==> src/rtl/lane_judge.sv <==
// Single-lane rhythm-game judge: walks a chart of tap/hold entries and grades
// key presses against song time, producing registered judgment pulses and a combo count.
module lane_judge #(
  parameter int NUM_NOTES   = 148,
  parameter int PERFECT_WIN = 3,
  parameter int GOOD_WIN    = 6
) (
  input  logic        Clk,
  input  logic        Reset,
  input  logic        start,
  input  logic [13:0] song_time,
  input  logic        key_down,
  input  logic [15:0] key_1,
  input  logic [15:0] key_2,
  output logic [7:0]  addr,
  output logic        perfect,
  output logic        good,
  output logic        miss,
  output logic        hold_ok,
  output logic        hold_active,
  output logic [9:0]  combo,
  output logic        done
);

  typedef enum logic [1:0] {
    IDLE,
    PLAYING,
    HOLDING,
    DONE
  } state_t;

  localparam logic signed [14:0] GOOD_HI    = 15'(GOOD_WIN);
  localparam logic signed [14:0] GOOD_LO    = -GOOD_HI;
  localparam logic signed [14:0] PERFECT_HI = 15'(PERFECT_WIN);
  localparam logic signed [14:0] PERFECT_LO = -PERFECT_HI;
  localparam logic [7:0]         LAST_ADDR  = 8'(NUM_NOTES);
  localparam logic [9:0]         COMBO_MAX  = '1;

  state_t      r_state;
  logic [7:0]  r_addr;
  logic [9:0]  r_combo;
  logic        r_key_prev;
  logic        r_perfect;
  logic        r_good;
  logic        r_miss;
  logic        r_hold_ok;

  state_t      w_next_state;
  logic [7:0]  w_next_addr;
  logic [9:0]  w_next_combo;
  logic        w_perfect;
  logic        w_good;
  logic        w_miss;
  logic        w_hold_ok;

  logic [13:0]        w_note_time;
  logic signed [14:0] w_diff;
  logic signed [14:0] w_end_lead;
  logic               w_press;
  logic               w_release;
  logic               w_in_good;
  logic               w_in_perfect;
  logic               w_late;
  logic               w_is_hold_start;
  logic               w_chart_end;
  logic [9:0]         w_combo_inc;
  logic               w_unused_key2;

  // Widened to 15 bits so early notes (note_time < GOOD_WIN) never underflow.
  assign w_note_time     = key_1[13:0];
  assign w_diff          = signed'({1'b0, song_time}) - signed'({1'b0, w_note_time});
  assign w_end_lead      = signed'({1'b0, w_note_time}) - signed'({1'b0, song_time});
  assign w_press         = key_down & ~r_key_prev;
  assign w_release       = ~key_down & r_key_prev;
  assign w_in_good       = (w_diff <= GOOD_HI) && (w_diff >= GOOD_LO);
  assign w_in_perfect    = (w_diff <= PERFECT_HI) && (w_diff >= PERFECT_LO);
  assign w_late          = (w_diff > GOOD_HI);
  assign w_is_hold_start = (key_1[15:14] == 2'b01);
  assign w_chart_end     = (r_addr >= LAST_ADDR);
  assign w_combo_inc     = (r_combo == COMBO_MAX) ? r_combo : r_combo + 10'd1;

  // The look-ahead entry is part of the chart port pair but judging only needs key_1.
  assign w_unused_key2 = ^key_2;

  always_comb begin
    w_next_state = r_state;
    w_next_addr  = r_addr;
    w_next_combo = r_combo;
    w_perfect    = 1'b0;
    w_good       = 1'b0;
    w_miss       = 1'b0;
    w_hold_ok    = 1'b0;
    case (r_state)
      IDLE: begin
        if (start) begin
          w_next_state = PLAYING;
          w_next_addr  = 8'd0;
          w_next_combo = 10'd0;
        end
      end
      PLAYING: begin
        if (w_chart_end) begin
          w_next_state = DONE;
        end else if (w_press && w_in_good) begin
          w_perfect    = w_in_perfect;
          w_good       = ~w_in_perfect;
          w_next_combo = w_combo_inc;
          w_next_addr  = r_addr + 8'd1;
          if (w_is_hold_start) begin
            w_next_state = HOLDING;
          end
        end else if (w_late) begin
          // A missed hold-start also skips its hold-end entry.
          w_miss       = 1'b1;
          w_next_combo = 10'd0;
          w_next_addr  = r_addr + (w_is_hold_start ? 8'd2 : 8'd1);
        end
      end
      HOLDING: begin
        if (key_down && (w_end_lead <= 15'sd0)) begin
          w_hold_ok    = 1'b1;
          w_next_combo = w_combo_inc;
          w_next_addr  = r_addr + 8'd1;
          w_next_state = PLAYING;
        end else if (w_release) begin
          if (w_end_lead <= GOOD_HI) begin
            w_hold_ok    = 1'b1;
            w_next_combo = w_combo_inc;
          end else begin
            w_miss       = 1'b1;
            w_next_combo = 10'd0;
          end
          w_next_addr  = r_addr + 8'd1;
          w_next_state = PLAYING;
        end
      end
      DONE: begin
        w_next_state = DONE;
      end
      default: begin
        w_next_state = IDLE;
      end
    endcase
  end

  always_ff @(posedge Clk) begin
    if (Reset) begin
      r_state    <= IDLE;
      r_addr     <= 8'd0;
      r_combo    <= 10'd0;
      r_key_prev <= 1'b0;
      r_perfect  <= 1'b0;
      r_good     <= 1'b0;
      r_miss     <= 1'b0;
      r_hold_ok  <= 1'b0;
    end else begin
      r_state    <= w_next_state;
      r_addr     <= w_next_addr;
      r_combo    <= w_next_combo;
      r_key_prev <= key_down;
      r_perfect  <= w_perfect;
      r_good     <= w_good;
      r_miss     <= w_miss;
      r_hold_ok  <= w_hold_ok;
    end
  end

  assign addr        = r_addr;
  assign combo       = r_combo;
  assign perfect     = r_perfect;
  assign good        = r_good;
  assign miss        = r_miss;
  assign hold_ok     = r_hold_ok;
  assign hold_active = (r_state == HOLDING);
  assign done        = (r_state == DONE);

endmodule

==> config.mk <==
export PLATFORM = sky130hd
export DESIGN_NAME = lane_judge
export DESIGN_NICKNAME = d
export VERILOG_FILES = /design/src/rtl/lane_judge.sv
export SDC_FILE = /design/constraint.sdc
export NUM_CORES = 1
export LEC_CHECK = 0
export ABC_AREA = 1
export BUFFER_PORTS_ARGS = -buffer_cell sky130_fd_sc_hd__buf_4
export CAP_MARGIN = 20
export CORE_MARGIN = 2
export CORE_UTILIZATION = 55
export CTS_CLUSTER_DIAMETER = 30
export DETAILED_ROUTE_END_ITERATION = 10
export GPL_ROUTABILITY_DRIVEN = 0
export PLACE_DENSITY = 0.82
export SYNTH_ARGS = -nofsm -noshare
export SYNTH_HDL_FRONTEND = slang
export SYNTH_SLANG_ARGS = --single-unit
==> constraint.sdc <==
create_clock -name Clk -period 4.2 [get_ports Clk]
set_input_delay 1.26 -clock Clk [delete_from_list [all_inputs] [get_ports Clk]]
set_output_delay 1.26 -clock Clk [all_outputs]
set_load 0.02 [all_outputs]
== Word level (Yosys, flattened, before mapping) ==
Cells that the tools add are included.
Storage, ports and cells
  register bits after elaboration: 25
  input bits: 50
  output and inout port bits: 24
  logic and storage cells: 84
Operators by class
  add/subtract/negate cells: 5
  $lt $le $gt $ge: 8
  equality and inequality tests: 11
  muxes and demuxes: 34
  bitwise gates (word level): 8
  reduce and logical (&&, ||, !) cells: 10
Operator list (count)
  10-bit 2-to-1 mux: 8
  8-bit 2-to-1 mux: 6
  15-bit by 4-bit <= comparator with 1-bit output, second input constant: 2
  10-bit case mux with 3 select lines: 1
  14-bit by 14-bit subtractor with 15-bit output: 2
  8-bit case mux with 3 select lines: 1
  15-bit by 3-bit >= comparator with 1-bit output, second input constant: 1
  15-bit by 4-bit >= comparator with 1-bit output, second input constant: 1
  15-bit by 4-bit > comparator with 1-bit output, second input constant: 1
  15-bit by 1-bit <= comparator with 1-bit output, second input constant: 1
  15-bit by 3-bit <= comparator with 1-bit output, second input constant: 1
  2-bit 2-to-1 mux: 7
  10-bit by 1-bit adder with 10-bit output, second input constant: 1
  10-bit equality test, second input constant: 1
  1-bit 2-to-1 mux: 9
  3-bit inequality test, second input constant: 3
  8-bit by 1-bit adder with 8-bit output, second input constant: 1
  8-bit by 2-bit adder with 8-bit output: 1
  8-bit >= comparator, second input constant: 1
  2-bit case mux with 4 select lines: 1
  1-bit inverter: 6
  5-bit AND reduction: 1
  2-bit by 1-bit equality test with 1-bit output, second input constant: 2
  2-bit equality test, second input constant: 2
  other kinds (10): 15

== Logic depth before layout (Yosys ltp) ==
  depth after elaboration: 7
  mapped depth: 25
  depth with buffers taken out: 24

== Worst setup path after synthesis ==
OpenSTA, ideal clock, no wires.
  path type: input to register
  from: input key_1[0]
  to: register r_addr[1] (netlist: addr[1])
  arrival time: 3.504 ns
  path slack: 0.556 ns
  stages on the path: 22
  buffers on the path: 1
  cell sequence: inv_1 -> ha_1 -> fa_1 -> inv_1 -> nand3_1 -> nand2_1 -> nand2_1 -> nand2_1 -> nand2_1 -> nand2_1 -> nand3_1 -> nor2_2 -> nand3_2 -> nand2_2 -> nand2_2 -> nand2_2 -> nand2_4 -> nor2_2 -> clkinv_2 -> buf_6 -> nand2_1 -> a21oi_2
Between the ends
  word-level cells in the longest chain between the ends: 7
  elaborated cells between the ends (all ways): 16
RTL lines
  from (decl): line 13  | input logic [15:0] key_1,
  14-bit by 14-bit subtractor with 15-bit output: line 71  | assign w_diff = signed'({1'b0, song_time}) - signed'({1'b0, w_note_time});
  15-bit by 4-bit <= comparator with 1-bit output / 15-bit by 4-bit >= comparator with 1-bit output (equally long branches): line 75  | assign w_in_good = (w_diff <= GOOD_HI) && (w_diff >= GOOD_LO);
  1-bit logical AND: line 75
  1-bit logical AND: line 104  | end else if (w_press && w_in_good) begin
  8-bit 2-to-1 mux: line 104
  8-bit 2-to-1 mux: line 102  | if (w_chart_end) begin
  8-bit case mux with 3 select lines: line 93  | case (r_state)
  to (signal assigned): line 158  | r_addr <= w_next_addr;
  to (decl): line 40  | logic [7:0] r_addr;
Parallel ways exist; a longest one is shown, timed or not. The select of a mux whose other input is x is not followed.
A chain may end at the register's enable or synchronous reset.

== Final worst setup path ==
  from: input song_time[0]
  to: register r_combo[3] (netlist: combo[3])
Between the ends
  word-level cells in the longest chain between the ends: 7
  elaborated cells between the ends (all ways): 19
RTL lines
  from (decl): line 11  | input logic [13:0] song_time,
  14-bit by 14-bit subtractor with 15-bit output: line 71
  15-bit by 4-bit <= comparator with 1-bit output / 15-bit by 4-bit >= comparator with 1-bit output (equally long branches): line 75
  1-bit logical AND: line 75
  1-bit logical AND: line 104
  10-bit 2-to-1 mux: line 104
  10-bit 2-to-1 mux: line 102
  10-bit case mux with 3 select lines: line 93
  to (signal assigned): line 159  | r_combo <= w_next_combo;
  to (decl): line 41  | logic [9:0] r_combo;
Parallel ways exist; a longest one is shown, timed or not. The select of a mux whose other input is x is not followed.

==> out/qor.txt <==
outcome: finished clean
top_reg_cell synth: dfxtp_1
Antenna Cells: 0
syn_area_per_cell: 5.65 um^2
Hold WC Path Type: flip-flop to flip-flop
first-pass GRT wire length: 18,400 um
initial antenna violation count: 0
largest net degree at the start of global routing: 24
fmax: 255 MHz
maximum VDD drop: 0.192 mV
Top cell by count, worst path: nand2_1
Worst Setup End Kind: flip-flop
EDFF count, synth: 0
Clock Skew: 0.00360 ns
Nets: 875
post-CTS setup buffers: 0
share of cells above drive strength 1: 0.193
number of global-route vias before repair: 4,312
netlist area before placement: 4120 um^2
Post-Route Setup TNS: 0 ns
Unique masters post-synth: 40
CTS tree: yes
Fin. Hold Viols: 0
Setup-failing EPs final: 0
post-synthesis sequential area ratio: 0.122
grt ovf: 0
WL final: 10,600 um
vias: 4,666
synth top area cells: nand2_1 (22%), dfxtp_1 (12%), ha_1 (11%)
Worst Path Max Fanout: 18
Worst-Skew Late Latency: 0.27 ns
syn_nets: 819
fraction of registers with async set/reset: 0
first-pass iteration count of the detailed router: 6
dpl ws: 0.0667 ns
row cnt: 31
I/O pin count: 74
startpoint type of the worst setup path: input pin
initial core utilization: 0.568
Routed Antenna Nets: 0
CTS clock-pin slew for the worst setup and hold paths: 0.09 ns
die height: 90.5 um
placed wire-length estimate: 8670 um
average wire per standard cell: 12.0 um
cells along the critical path: buf_4 > ha_1 > fa_1 > inv_1 > nand3_1 > nand2_1 > nand2_1 > nand2_1 > nand2_1 > nand2_1 > nand3_1 > nor2_2 > nand3_2 > nand2_2 > nand2_2 > nand2_2 > nand2_4 > nor2_2 > clkinv_2 > nand2_1 > a21oi_2
PD cells: 247 nW/um^2
RSZ-0062 raised after global routing: false
Placed Cells: 879
H-tree level count: 1
Num CTS Buffers: 3
PortBufs: 57
largest stage delay on the critical path: 0.42 ns
Cell Area, Placed: 4670 um^2
fin crit share: 0.932
Yosys warning total: 0
GRT Util Overall: 0.261
Die W: 90.5 um
vias per cell: 5.28
count of final max-slew check failures: 0
Area Growth Syn to Fin: 14.4%
Tightest Pin Transition: 0.777 ns
Filler cells: 702
CP max stage cell: fa_1
initial drt markers: 379
Post-Layout Cell Count: 883
leak pwr: 0.00256 uW
deepest clock path buffer count: 2
commonest non-fill, non-tap cells in the layout: nand2_1 (244), inv_1 (119), nand3_1 (86)
die area: 8190 um^2
Clock Sinks: 25
CTS resizes: 0
worst path required time: 4.35 ns
leading area contributor after synthesis: nand2_1
top cell type's share of synthesized area: 0.222
post-route cell area: 4710 um^2
Core ar.: 7250 um^2
min cycle time layout: 3.91 ns
CTS Root Cell: clkbuf_8
Slew HR: 0.482
most common cell after layout, fill and taps aside: nand2_1
Critical Path AT: 4.07 ns
Worst Slack Setup Final: 0.286 ns
Post-Synthesis Cells: 729
Post-CTS Hold Fix Bufs: 0
max-capacitance violation count: 0
Synth Register Bits: 25
# DRC: 0
crit path kind: input pin to flip-flop
cell usage after synthesis, types with 4 or more instances:
library cell,instances
nand2_1,244
inv_1,119
nand3_1,86
ha_1,37
nor2_1,32
a21oi_1,31
nand2_2,26
dfxtp_1,25
inv_2,18
nand4_1,17
a21oi_2,10
xor2_1,10
nor3_1,8
xnor2_1,7
nor2_2,6
clkbuf_1,5
or2_2,5
buf_2,4
report_power, final:
part	leakage, uW	switching (uW)	internal (uW)
registers	0.000202	14.9	251
logic	0.00234	499	252
clock network	0.0000255	80.4	66.4
cell type report:
cell class / count / area (um^2) / area share
clock buffer: 3 / 41.3 / 0.00876
clock inverter: 1 / 5.00 / 0.00106
inverter: 139 / 523 / 0.111
multi-input combinational: 551 / 3020 / 0.640
sequential: 25 / 500 / 0.106
tap: 99 / 124 / 0.0263
timing repair buffer: 65 / 500 / 0.106
flip-flops by register name, summed over array words and instances (netlist names):
| name | count |
|---|---|
| miss | 1 |
| r_key_prev | 1 |
| hold_ok | 1 |
| perfect | 1 |
| good | 1 |
| addr | 8 |
| r_state | 2 |
| combo | 10 |
through the flow:
step / power, uW / hold slack [ns] / utilization
floorplan: 809 / 0.472 / -
finish: 1160 / 0.511 / 0.650
global placement: 987 / 0.485 / 0.643
global route: 1260 / 0.529 / 0.650
CTS: 1150 / 0.515 / 0.650
detailed placement: 1010 / 0.501 / 0.643
per-layer routing:
metal,part of all wire,GRT usage,vias up
li1,-,-,2378
met4,0.0074,0.0385,0
met5,0,0,-
met2,0.46,0.455,208
met3,0.083,0.0242,11
met1,0.45,0.355,2069
kinds of logic (layout without fill, tap and decap cells):
logic type,Yosys count,in the layout,share of synthesized area
mux,1,1,0.00273
fa+ha+maj,40,40,0.127
simple gates,445,445,0.495
xor+xnor,17,17,0.0362
buf+inv,153,208,0.146
flops,25,25,0.122
compound gates,48,48,0.0717
final timing paths:
path / end / slack [ns] / startpoint / cells past startpoint
setup / recovery: combo[3] / 0.29 / song_time[0] / 21
hold / removal: combo[8] / 0.51 / combo[8] / 2
setup reg to reg: combo[3] / 1.97 / r_state[0] / 10
hold reg to reg: combo[8] / 0.51 / combo[8] / 2
critical path: cells and delay by family:
family / cells / cell delay (ns)
and+or+nand+nor: 15 / 1.57
adders and majority gates: 2 / 0.65
buffers and inverters: 3 / 0.50
AOI/OAI and AO/OA: 1 / 0.07
No activity file was read; power rests on OpenSTA's default activity.
